## config.mk

```make
export PLATFORM = sky130hd
export DESIGN_NAME = apb_master_arbiter_flat
export DESIGN_NICKNAME = d
export VERILOG_FILES = /design/src/rtl/apb_master_arbiter_pkg.sv /design/src/rtl/apb_master_arbiter_if.sv /design/src/rtl/apb_master_arbiter_rr_arbiter.sv /design/src/rtl/apb_master_arbiter.sv /design/src/flat_wrapper.sv
export SDC_FILE = /design/constraint.sdc
export NUM_CORES = 1
export LEC_CHECK = 0
export CAP_MARGIN = 10
export CORE_ASPECT_RATIO = 0.5
export CORE_MARGIN = 2
export CORE_UTILIZATION = 62
export DETAILED_ROUTE_END_ITERATION = 12
export DONT_BUFFER_PORTS = 1
export GPL_TIMING_DRIVEN = 1
export MAX_ROUTING_LAYER = met4
export PLACE_DENSITY = 0.8
export SLEW_MARGIN = 30
export SYNTH_ARGS = -nofsm -noshare
export SYNTH_HDL_FRONTEND = slang
export SYNTH_SLANG_ARGS = --single-unit
```

## constraint.sdc

```tcl
create_clock -name pclk -period 1.6 [get_ports pclk]
set_input_delay 0.32 -clock pclk [delete_from_list [all_inputs] [get_ports pclk]]
set_output_delay 0.32 -clock pclk [all_outputs]
set_load 0.02 [all_outputs]
```

## src/rtl/apb_master_arbiter_pkg.sv

```systemverilog
// ---------------------------------------------------------------------------
// apb_pkg : APB FSM state type and default bus widths.   Rev 1.0
// ---------------------------------------------------------------------------
`default_nettype none

package apb_pkg;

   localparam int DEF_DATA_WIDTH = 32;
   localparam int DEF_ADDR_WIDTH = 8;

   typedef enum logic [1:0] {
      IDLE   = 2'd0,
      SETUP  = 2'd1,
      ACCESS = 2'd2
   } apb_state_e;

endpackage

`default_nettype wire

```

## src/rtl/apb_master_arbiter_if.sv

```systemverilog
// ---------------------------------------------------------------------------
// apb_master_arbiter_if : shared APB bus signals with master/slave views.   Rev 1.0
// ---------------------------------------------------------------------------
`default_nettype none

interface apb_master_arbiter_if
   import apb_pkg::*;
#(
   parameter int ADDR_WIDTH = DEF_ADDR_WIDTH,
   parameter int DATA_WIDTH = DEF_DATA_WIDTH
);

   logic [ADDR_WIDTH-1:0] paddr;
   logic                  pselx;
   logic                  penable;
   logic                  pwrite;
   logic [DATA_WIDTH-1:0] pwdata;
   logic [DATA_WIDTH-1:0] prdata;
   logic                  pready;
   logic                  pslverr;

   modport master (
      output paddr, pselx, penable, pwrite, pwdata,
      input  prdata, pready, pslverr
   );

   modport slave (
      input  paddr, pselx, penable, pwrite, pwdata,
      output prdata, pready, pslverr
   );

endinterface

`default_nettype wire

```

## src/rtl/apb_master_arbiter_rr_arbiter.sv

```systemverilog
// ---------------------------------------------------------------------------
// rr_arbiter : combinational round-robin pick, searching from ptr+1 upward.   Rev 1.0
// ---------------------------------------------------------------------------
`default_nettype none

module rr_arbiter #(
   parameter  int NUM_REQ = 2,
   localparam int IDX_W   = $clog2(NUM_REQ)
) (
   input  logic [NUM_REQ-1:0] req,
   input  logic [IDX_W-1:0]   ptr,
   output logic [NUM_REQ-1:0] grant,
   output logic [IDX_W-1:0]   grant_idx,
   output logic               grant_valid
);

   int               cand;
   logic [IDX_W-1:0] cand_idx;

   always_comb begin
      grant       = '0;
      grant_idx   = '0;
      grant_valid = 1'b0;
      cand        = 0;
      cand_idx    = '0;
      for (int i = 0; i < NUM_REQ; i++) begin
         // ptr+1+i never exceeds 2*NUM_REQ-1, so a single wrap suffices
         cand = int'(ptr) + 1 + i;
         if (cand >= NUM_REQ) begin
            cand = cand - NUM_REQ;
         end
         cand_idx = IDX_W'(cand);
         if (!grant_valid && req[cand_idx]) begin
            grant_valid     = 1'b1;
            grant[cand_idx] = 1'b1;
            grant_idx       = cand_idx;
         end
      end
   end

endmodule

`default_nettype wire

```

## src/rtl/apb_master_arbiter.sv

```systemverilog
// ---------------------------------------------------------------------------
// apb_master_arbiter : round-robin APB master shared by NUM_REQ requesters.   Rev 1.0
// ---------------------------------------------------------------------------
`default_nettype none

module apb_master_arbiter
   import apb_pkg::*;
#(
   parameter  int DATA_WIDTH = DEF_DATA_WIDTH,
   parameter  int ADDR_WIDTH = DEF_ADDR_WIDTH,
   parameter  int NUM_REQ    = 2,
   parameter  int TIMEOUT    = 16,
   localparam int IDX_W      = $clog2(NUM_REQ),
   localparam int CNT_W      = $clog2(TIMEOUT)
) (
   input  logic                          pclk,
   input  logic                          presetn,
   input  logic [NUM_REQ-1:0]            req_valid,
   output logic [NUM_REQ-1:0]            req_ready,
   input  logic [NUM_REQ-1:0]            req_write,
   input  logic [NUM_REQ*ADDR_WIDTH-1:0] req_addr,
   input  logic [NUM_REQ*DATA_WIDTH-1:0] req_wdata,
   output logic [NUM_REQ-1:0]            rsp_valid,
   output logic [DATA_WIDTH-1:0]         rsp_rdata,
   output logic                          rsp_err,
   apb_master_arbiter_if.master          apb
);

   apb_state_e            state_q, state_d;
   logic [IDX_W-1:0]      ptr_q;
   logic [IDX_W-1:0]      gidx_q;
   logic [CNT_W-1:0]      cnt_q;
   logic [ADDR_WIDTH-1:0] paddr_q;
   logic                  pwrite_q;
   logic [DATA_WIDTH-1:0] pwdata_q;
   logic [NUM_REQ-1:0]    rsp_valid_q;
   logic [DATA_WIDTH-1:0] rsp_rdata_q;
   logic                  rsp_err_q;

   logic [NUM_REQ-1:0]    grant;
   logic [IDX_W-1:0]      grant_idx;
   logic                  grant_valid;
   logic                  accept;
   logic                  done;
   logic                  abort;

   logic [ADDR_WIDTH-1:0] addr_arr  [NUM_REQ];
   logic [DATA_WIDTH-1:0] wdata_arr [NUM_REQ];

   for (genvar i = 0; i < NUM_REQ; i++) begin : g_unpack
      assign addr_arr[i]  = req_addr[i*ADDR_WIDTH +: ADDR_WIDTH];
      assign wdata_arr[i] = req_wdata[i*DATA_WIDTH +: DATA_WIDTH];
   end

   rr_arbiter #(.NUM_REQ(NUM_REQ)) u_rr_arbiter (
      .req         (req_valid),
      .ptr         (ptr_q),
      .grant       (grant),
      .grant_idx   (grant_idx),
      .grant_valid (grant_valid)
   );

   always_comb begin
      state_d = state_q;
      accept  = 1'b0;
      done    = 1'b0;
      abort   = 1'b0;
      case (state_q)
         IDLE: begin
            if (grant_valid) begin
               accept  = 1'b1;
               state_d = SETUP;
            end
         end
         SETUP: state_d = ACCESS;
         ACCESS: begin
            // pready takes priority over the timeout limit on the same cycle
            if (apb.pready) begin
               done    = 1'b1;
               state_d = IDLE;
            end else if (cnt_q == CNT_W'(TIMEOUT - 1)) begin
               abort   = 1'b1;
               state_d = IDLE;
            end
         end
         default: state_d = IDLE;
      endcase
   end

   always_ff @(posedge pclk) begin
      if (!presetn) begin
         state_q     <= IDLE;
         ptr_q       <= IDX_W'(NUM_REQ - 1);
         gidx_q      <= '0;
         cnt_q       <= '0;
         paddr_q     <= '0;
         pwrite_q    <= 1'b0;
         pwdata_q    <= '0;
         rsp_valid_q <= '0;
         rsp_rdata_q <= '0;
         rsp_err_q   <= 1'b0;
      end else begin
         state_q <= state_d;
         if (accept) begin
            ptr_q    <= grant_idx;
            gidx_q   <= grant_idx;
            paddr_q  <= addr_arr[grant_idx];
            pwrite_q <= req_write[grant_idx];
            pwdata_q <= wdata_arr[grant_idx];
            cnt_q    <= '0;
         end else if (state_q == ACCESS && !apb.pready && !abort) begin
            cnt_q <= cnt_q + 1'b1;
         end
         rsp_valid_q <= (done || abort) ? (NUM_REQ'(1) << gidx_q) : '0;
         rsp_err_q   <= done ? apb.pslverr : abort;
         rsp_rdata_q <= (done && !pwrite_q) ? apb.prdata : '0;
      end
   end

   assign req_ready   = (state_q == IDLE) ? grant : '0;
   assign rsp_valid   = rsp_valid_q;
   assign rsp_rdata   = rsp_rdata_q;
   assign rsp_err     = rsp_err_q;
   assign apb.paddr   = paddr_q;
   assign apb.pwrite  = pwrite_q;
   assign apb.pwdata  = pwdata_q;
   assign apb.pselx   = (state_q == SETUP) || (state_q == ACCESS);
   assign apb.penable = (state_q == ACCESS);

endmodule

`default_nettype wire

```

## src/flat_wrapper.sv

```systemverilog
// flat-port wrapper written by rule: the top's interface ports become plain ports
module apb_master_arbiter_flat import apb_pkg::*;
#(
   parameter  int DATA_WIDTH = DEF_DATA_WIDTH,
   parameter  int ADDR_WIDTH = DEF_ADDR_WIDTH,
   parameter  int NUM_REQ    = 2,
   parameter  int TIMEOUT    = 16,
   localparam int IDX_W      = $clog2(NUM_REQ),
   localparam int CNT_W      = $clog2(TIMEOUT)
)
  (pclk, presetn, req_valid, req_ready, req_write, req_addr, req_wdata, rsp_valid, rsp_rdata, rsp_err, apb_paddr, apb_pselx, apb_penable, apb_pwrite, apb_pwdata, apb_prdata, apb_pready, apb_pslverr);
  apb_master_arbiter_if #(.ADDR_WIDTH(ADDR_WIDTH), .DATA_WIDTH(DATA_WIDTH)) apb_i ();
  input  logic pclk;
  input  logic presetn;
  input  logic [NUM_REQ-1:0] req_valid;
  output logic [NUM_REQ-1:0] req_ready;
  input  logic [NUM_REQ-1:0] req_write;
  input  logic [NUM_REQ*ADDR_WIDTH-1:0] req_addr;
  input  logic [NUM_REQ*DATA_WIDTH-1:0] req_wdata;
  output logic [NUM_REQ-1:0] rsp_valid;
  output logic [DATA_WIDTH-1:0] rsp_rdata;
  output logic rsp_err;
  output wire logic [$bits(apb_i.paddr)-1:0] apb_paddr;
  output wire logic [$bits(apb_i.pselx)-1:0] apb_pselx;
  output wire logic [$bits(apb_i.penable)-1:0] apb_penable;
  output wire logic [$bits(apb_i.pwrite)-1:0] apb_pwrite;
  output wire logic [$bits(apb_i.pwdata)-1:0] apb_pwdata;
  input wire logic [$bits(apb_i.prdata)-1:0] apb_prdata;
  input wire logic [$bits(apb_i.pready)-1:0] apb_pready;
  input wire logic [$bits(apb_i.pslverr)-1:0] apb_pslverr;
  assign apb_paddr = apb_i.paddr;
  assign apb_pselx = apb_i.pselx;
  assign apb_penable = apb_i.penable;
  assign apb_pwrite = apb_i.pwrite;
  assign apb_pwdata = apb_i.pwdata;
  assign apb_i.prdata = apb_prdata;
  assign apb_i.pready = apb_pready;
  assign apb_i.pslverr = apb_pslverr;
  apb_master_arbiter #(.DATA_WIDTH(DATA_WIDTH), .ADDR_WIDTH(ADDR_WIDTH), .NUM_REQ(NUM_REQ), .TIMEOUT(TIMEOUT)) u_core (.pclk(pclk), .presetn(presetn), .req_valid(req_valid), .req_ready(req_ready), .req_write(req_write), .req_addr(req_addr), .req_wdata(req_wdata), .rsp_valid(rsp_valid), .rsp_rdata(rsp_rdata), .rsp_err(rsp_err), .apb(apb_i));
endmodule
```

==> reports/results.ini <==
[status]
status=finished clean

[routing]
drt_iter0_drc=90
route.detailed.drc=0
dr.pass1.iters=4
via_count=2252
postRouteAntennaNets=0
viasPerCell=5.83
wl_um=7110
post_drt_wl_per_cell_um=18.4

[timing]
max_slew_margin_pct=80.1
fin_crit_ns=1.55
timing.fmax_mhz=646
setup_ws_ns=0.0512
fin_skew_ns=0.00855
finalSetupViolations=0
fin_tns_setup_ns=0
tightest_slew_ns=0.299
period_share_pct=96.8
hold_viol=0
drv_slew=0

[yosys]
synth_common_cells=dfxtp_1, a21oi_1, o21ai_0
synth_top_area_cell=dfxtp_1
synth_nets=437
yosys_warnings=0
post_synth_num_cell_types=29
synth_most_common_cell=dfxtp_1
netlist_top_cells_area=dfxtp_1, mux2i_1, a21oi_1
synth-edff-count=0
postSynthCellCount=313
synthFlopType=dfxtp_1
netlist_area_um2=3190
ys_ff_latch=84
syn_avg_cell_area_um2=10.2
synth_top_area_share_pct=52.8
yosysSeqAreaShare_pct=52.8
synth_async_sr_flop_share_pct=0

[cts]
root_buffer=clkbuf_8
clock_latency_ns=0.34
cts_hold_buf=0
clkSinkCount=84
cts.htree.levels=3
clockBufferDepth=2
clk_pin_slew_ns=0.09
cts_tree=built
cts_buffers=9

[worst_setup_path]
path_buf_inv=2
cp_slowest_cell=dfxtp_2
crit_fanout=4
cpPeakStageDelay_ns=0.34
crit_chain=inv_2, ha_4, nand2_2, a21oi_2, buf_6
criticalPathCategory=reg2out
end_kind=output port
path_delay_family=flip-flops
arrival_ns=1.23
cp_data_required_time_ns=1.28
start_kind=register

[placed_design]
gp_congestion=0.830
portBuffers=0
dp_hpwl_um=5040
placement.cell_area_um2=3220
dpl_worst_slack_ns=0.128

[floorplanning]
core_area_um2=4930
io_pins=200
die_w_um=105
chipHeight_um=54.7
fp.dieArea_um2=5760
initial_core_util_pct=64.6
std_cell_rows=18

[layout]
final_area_um2=3470
final_net_count=435
antenna_cells=0
area_delta_synth_final_pct=8.91
drive_above_1_share_pct=11.4

[global_route]
first_global_vias=2096
grt_max_degree=51
antenna_found_initial=0
grt_pass1_wl_um=10300
grt_remaining_overflow=0
track_usage_pct=24.6

[power_and_ir_drop]
p_leak_uw=0.00137
ir_drop_mv=1.02
p_clk_share_pct=32.3
pwr-share-seq_pct=54.9
fin_total_pwr_uw=4750
power.density_nw_per_um2=1370
switching_share_pct=30.7
p_comb_share_pct=12.8
p_switching_uw=1460
intPower_uw=3290

[job]
max_cap_viol_count=0

[worst_hold_path]
hold_class=in2reg

-- logic make-up after synthesis --
group           after synthesis  share of synthesized area [%]
compound gates              101                           16.6
fa+ha+maj                     4                           1.57
simple gates                 56                           10.2
flops                        84                           52.8
mux                          42                           13.2
buf+inv                      26                           5.57
-- power by group through the flow --
| stage | Clock [µW] | Sequential (µW) | Combinational, µW |
|---|---|---|---|
| after floorplan | 0 | 2610 | 485 |
| after CTS | 1570 | 2610 | 589 |
| after detailed placement | 0 | 2660 | 564 |
| after global routing | 1650 | 2630 | 682 |
| final | 1540 | 2610 | 609 |
| after global placement | 0 | 2650 | 531 |
-- per-layer routing --
metal | GRT usage [%] | share of wire, % | wire length [µm] | vias up
li1 | - | - | - | 1095
met1 | 25.0 | 38 | 2710 | 1059
met2 | 46.6 | 54 | 3880 | 92
met3 | 9.29 | 6.8 | 481 | 6
met4 | 6.22 | 0.70 | 50 | 0
met5 | - | 0 | 0 | -
-- worst reg2reg max path, stage by stage, from the launching register on --
cell     delay (ns)
dfxtp_2        0.34
inv_2          0.07
ha_1           0.24
and4b_1        0.30
buf_4          0.28
and2_1         0.18
-- registers in the layout, indices dropped and copies added, names as in the netlist --
signal	count
u_core.rsp_err	1
u_core.apb.pwrite	1
u_core.ptr_q	1
u_core.apb.paddr	8
u_core.rsp_rdata	32
u_core.rsp_valid	2
u_core.cnt_q	4
u_core.apb.pwdata	32
u_core.state_q	2
u_core.gidx_q	1
-- metrics by stage --
stage	hold slack, ns	cells	util [%]
final	0.0810	386	70.4
after global routing	0.0496	386	70.4
after CTS	0.0445	385	69.9
after detailed placement	0.412	368	65.3
after global placement	0.406	368	65.3
after floorplan	0.413	313	-
-- path summary, 6_finish.rpt --
path / from / endpoint / slack [ns] / depth (start not counted)
max: u_core.state_q[1] / req_ready[0] / 0.05 / 5
min: presetn / u_core.ptr_q / 0.08 / 1
max reg2reg: u_core.state_q[0] / u_core.rsp_rdata[18] / 0.13 / 5
min reg2reg: u_core.gidx_q / u_core.rsp_valid[1] / 0.46 / 2
-- layout make-up --
cell class / instances / area [µm²]
Timing Repair Buffer: 9 / 121
Clock inverter: 7 / 82.6
Fill cell: 375 / 1460
Multi-Input combinational cell: 203 / 1360
Tap cell: 70 / 87.6
Clock buffer: 9 / 124
Sequential cell: 84 / 1680
Inverter: 4 / 15.0
-- cells in the final DEF, fill, tap and decap left out, types with 2 or more instances in the layout --
master / instances
mux2i_1: 42
dfxtp_2: 2
dfxtp_1: 82
and2_1: 32
clkbuf_8: 9
buf_4: 4
ha_1: 3
inv_2: 2
and3_1: 2
clkinvlp_4: 2
nand3_1: 3
a21oi_1: 47
nand2_1: 4
nor2_1: 5
inv_6: 2
o21ai_0: 46
inv_1: 2
buf_12: 4
or3_1: 2
nor2b_1: 2
a22oi_1: 2
-- timing repair --
action,4_1_cts,5_1_grt
cloned,0,0
setup endpoints to repair,2,3
setup buffers,1,1
pin swaps,1,0
gates resized for setup,4,6
Power figures use the tool's default switching activity.
==> RTL edit: new RTL, same flow settings <==
The package constant `DEF_ADDR_WIDTH` goes from 8 to 9.
--- a/src/rtl/apb_master_arbiter_pkg.sv
+++ b/src/rtl/apb_master_arbiter_pkg.sv
@@ -8,3 +8,3 @@
    localparam int DEF_DATA_WIDTH = 32;
-   localparam int DEF_ADDR_WIDTH = 8;
+   localparam int DEF_ADDR_WIDTH = 9;
 
Ports: changed (resized apb_paddr and req_addr); port bits go from 200 to 203. The function was not compared with the original's and may differ.
==> RTL edit against the unedited design <==
  * Power shrank 2.7%
  * Routed wire length shrank 3.5%
  * Synthesized cell count grew 1.3%
  * Clock power shrank 11%
  * First-iteration DRC count grew 5.6%
  * Global-route usage shrank 1.2 points
  * Final area shrank 0.11%
  * Sequential cell count grew 1
  * Clock skew shrank 0.89 ps
  * Count of clock-buffer cells in the layout grew 1
  * Synthesized area grew 1.3%
  * Worst setup slack lost 6.1 ps
==> RTL edit: results (changes against the unedited design) <==
- Fillers: 406 (+8.3%)
- Largest cells by area after synthesis: dfxtp_1 53%, mux2i_1 13%, a21oi_1 7.6%, and2_1 6.4%, o21ai_0 5.4%
- H-tree depth: 3 (unchanged)
- Grt met1 use: 26.27% (+1.2 points)
- Ys Warns: 0 (unchanged)
- IO buf count: 0 (unchanged)
- Crit-path max cell delay: 340 ps (about the same)
- Switching part of the total power: 31.63% (+0.92 points)
- M1 WL: 2.691 mm (-0.52%)
- Min Hold Slack: 82.98 ps (+1.999 ps)
- Post-synthesis cell count: 317 (+1.3%)
- WL final: 6.868 mm (-3.5%)
- Met3 routed WL: 475 µm (-1.2%)
- Leakage power: 0.001371 µW (about the same)
- Wire per inst: 17.66 µm (-4.2%)
- Post-detail-place hpwl: 4.969 mm (-1.3%)
- Final period utilization: 97.19% (+0.38 points)
- Layout Skew: 7.657 ps (-0.8887 ps)
- Largest net degree at the start of global routing: 85 (+67%)
- CTS Buffer Depth: 2 (unchanged)
- Vias in the first global route: 1,992 (-5.0%)
- R2R depth: 6 (+1)
- Overall Global Routing Usage: 23.33% (-1.2 points)
- First-pass GRT wire length: 9.867 mm (-4.0%)
- Nets: 440 (+1.1%)
- Run status: complete, no violations
- DP Worst Slack: -18.00 ps (-146.2 ps)
- Met2 WL post-DR: 3.624 mm (-6.5%)
- Hold_sp: presetn
- CTS Root Cell: clkbuf_8
- Share of cells above drive strength 1: 10.66% (-0.73 points)
- Grt met2 use: 39.35% (-7.2 points)
- Slowest stage cell, crit path: dfxtp_2
- Worst-margin pin slew: 412.7 ps (+114.2 ps)
- GPL Wtd Cong: 0.7852 (-5.4%)
- Hold crit path type: in -> reg
- Worst flop-to-flop path startpoint: u_core.state_q[0]
- Most common library cells after synthesis: 85 x dfxtp_1, 49 x a21oi_1, 43 x mux2i_1
- Reg clk slew, reported paths: 90 ps (about the same)
- Post-place instance area: 3243 µm² (+0.62%)
- Uppermost layer routed: met4
- CTS Buf Count: 9 (unchanged)
- Sequential area share after synthesis: 52.69% (-0.075 points)
- M3 GR Usage: 8.548% (-0.74 points)
- Dpl cells: 371 (+0.82%)
- RR Endpoint: u_core.cnt_q[3]
- Peak VDD IR: 0.0008256 V (-19%)
- Critical path arrival: 1230 ps (about the same)
- Number of vias in the routed layout: 2,278 (+1.2%)
- R2R Setup Slk: 90 ps (-40 ps)
- Async S/R FF share, synth: 0% (unchanged)
- Max-cap check violation count: 0 (unchanged)
- DRT iter0 DRCs: 95 (+5.6%)
- Drt pass-1 iters: 4 (unchanged)
- CP max FO: 6 (+2)
- End of the worst hold path: u_core.ptr_q
## RTL edit: worst max-delay path by stage
stage                      startpoint              endpoint
finish              u_core.state_q[1]          req_ready[0]
CTS                 u_core.state_q[0]          req_ready[0]
detailed placement  u_core.state_q[0]   u_core.rsp_rdata[9]
global placement    u_core.state_q[0]  u_core.rsp_rdata[23]
floorplan           u_core.state_q[0]     u_core.state_q[0]
global route        u_core.state_q[1]          req_ready[0]
## RTL edit: cells by family after synthesis
group	after synthesis	share of synthesized area [%]
AO/OA/AOI/OAI	103	16.78
flip-flops	85	52.69
AND/OR/NAND/NOR	56	10.11
multiplexers	43	13.33
buffers and inverters	26	5.540
adder cells (fa/ha/maj)	4	1.550
## RTL edit: final cells by class
class	count	area [µm²]	area share [%]
Sequential cell	85	1704	49.15
Multi-Input combinational cell	206	1381	39.84
Clock buffer	10	127.6	3.681
Timing Repair Buffer	8	97.59	2.815
Tap cell	70	87.58	2.526
Clock inverter	6	53.80	1.552
Inverter	4	15.01	0.4331
## RTL edit: power groups by stage
stage	combinational, µW	sequential (µW)	clock, µW
floorplan	501	2650	0
global placement	538	2680	0
detailed placement	572	2690	0
CTS	594	2640	1420
global route	683	2670	1510
finish	610	2640	1370
## RTL edit: critical path, delay by kind of cell, from the launching register on
family / cells / cell delay [ps]
DFF: 1 / 340
buffers and inverters: 2 / 230
adders and majority gates: 1 / 170
AOI/OAI and AO/OA: 1 / 100
and+or+nand+nor: 1 / 50
## RTL edit: what timing repair did
item / in CTS / in global routing
endpoints found under the setup margin: 34 / 1
gates resized for setup: 7 / 3
buffers inserted: 0 / 2
pin swaps: 0 / 1
hold buffers: 0 / 0
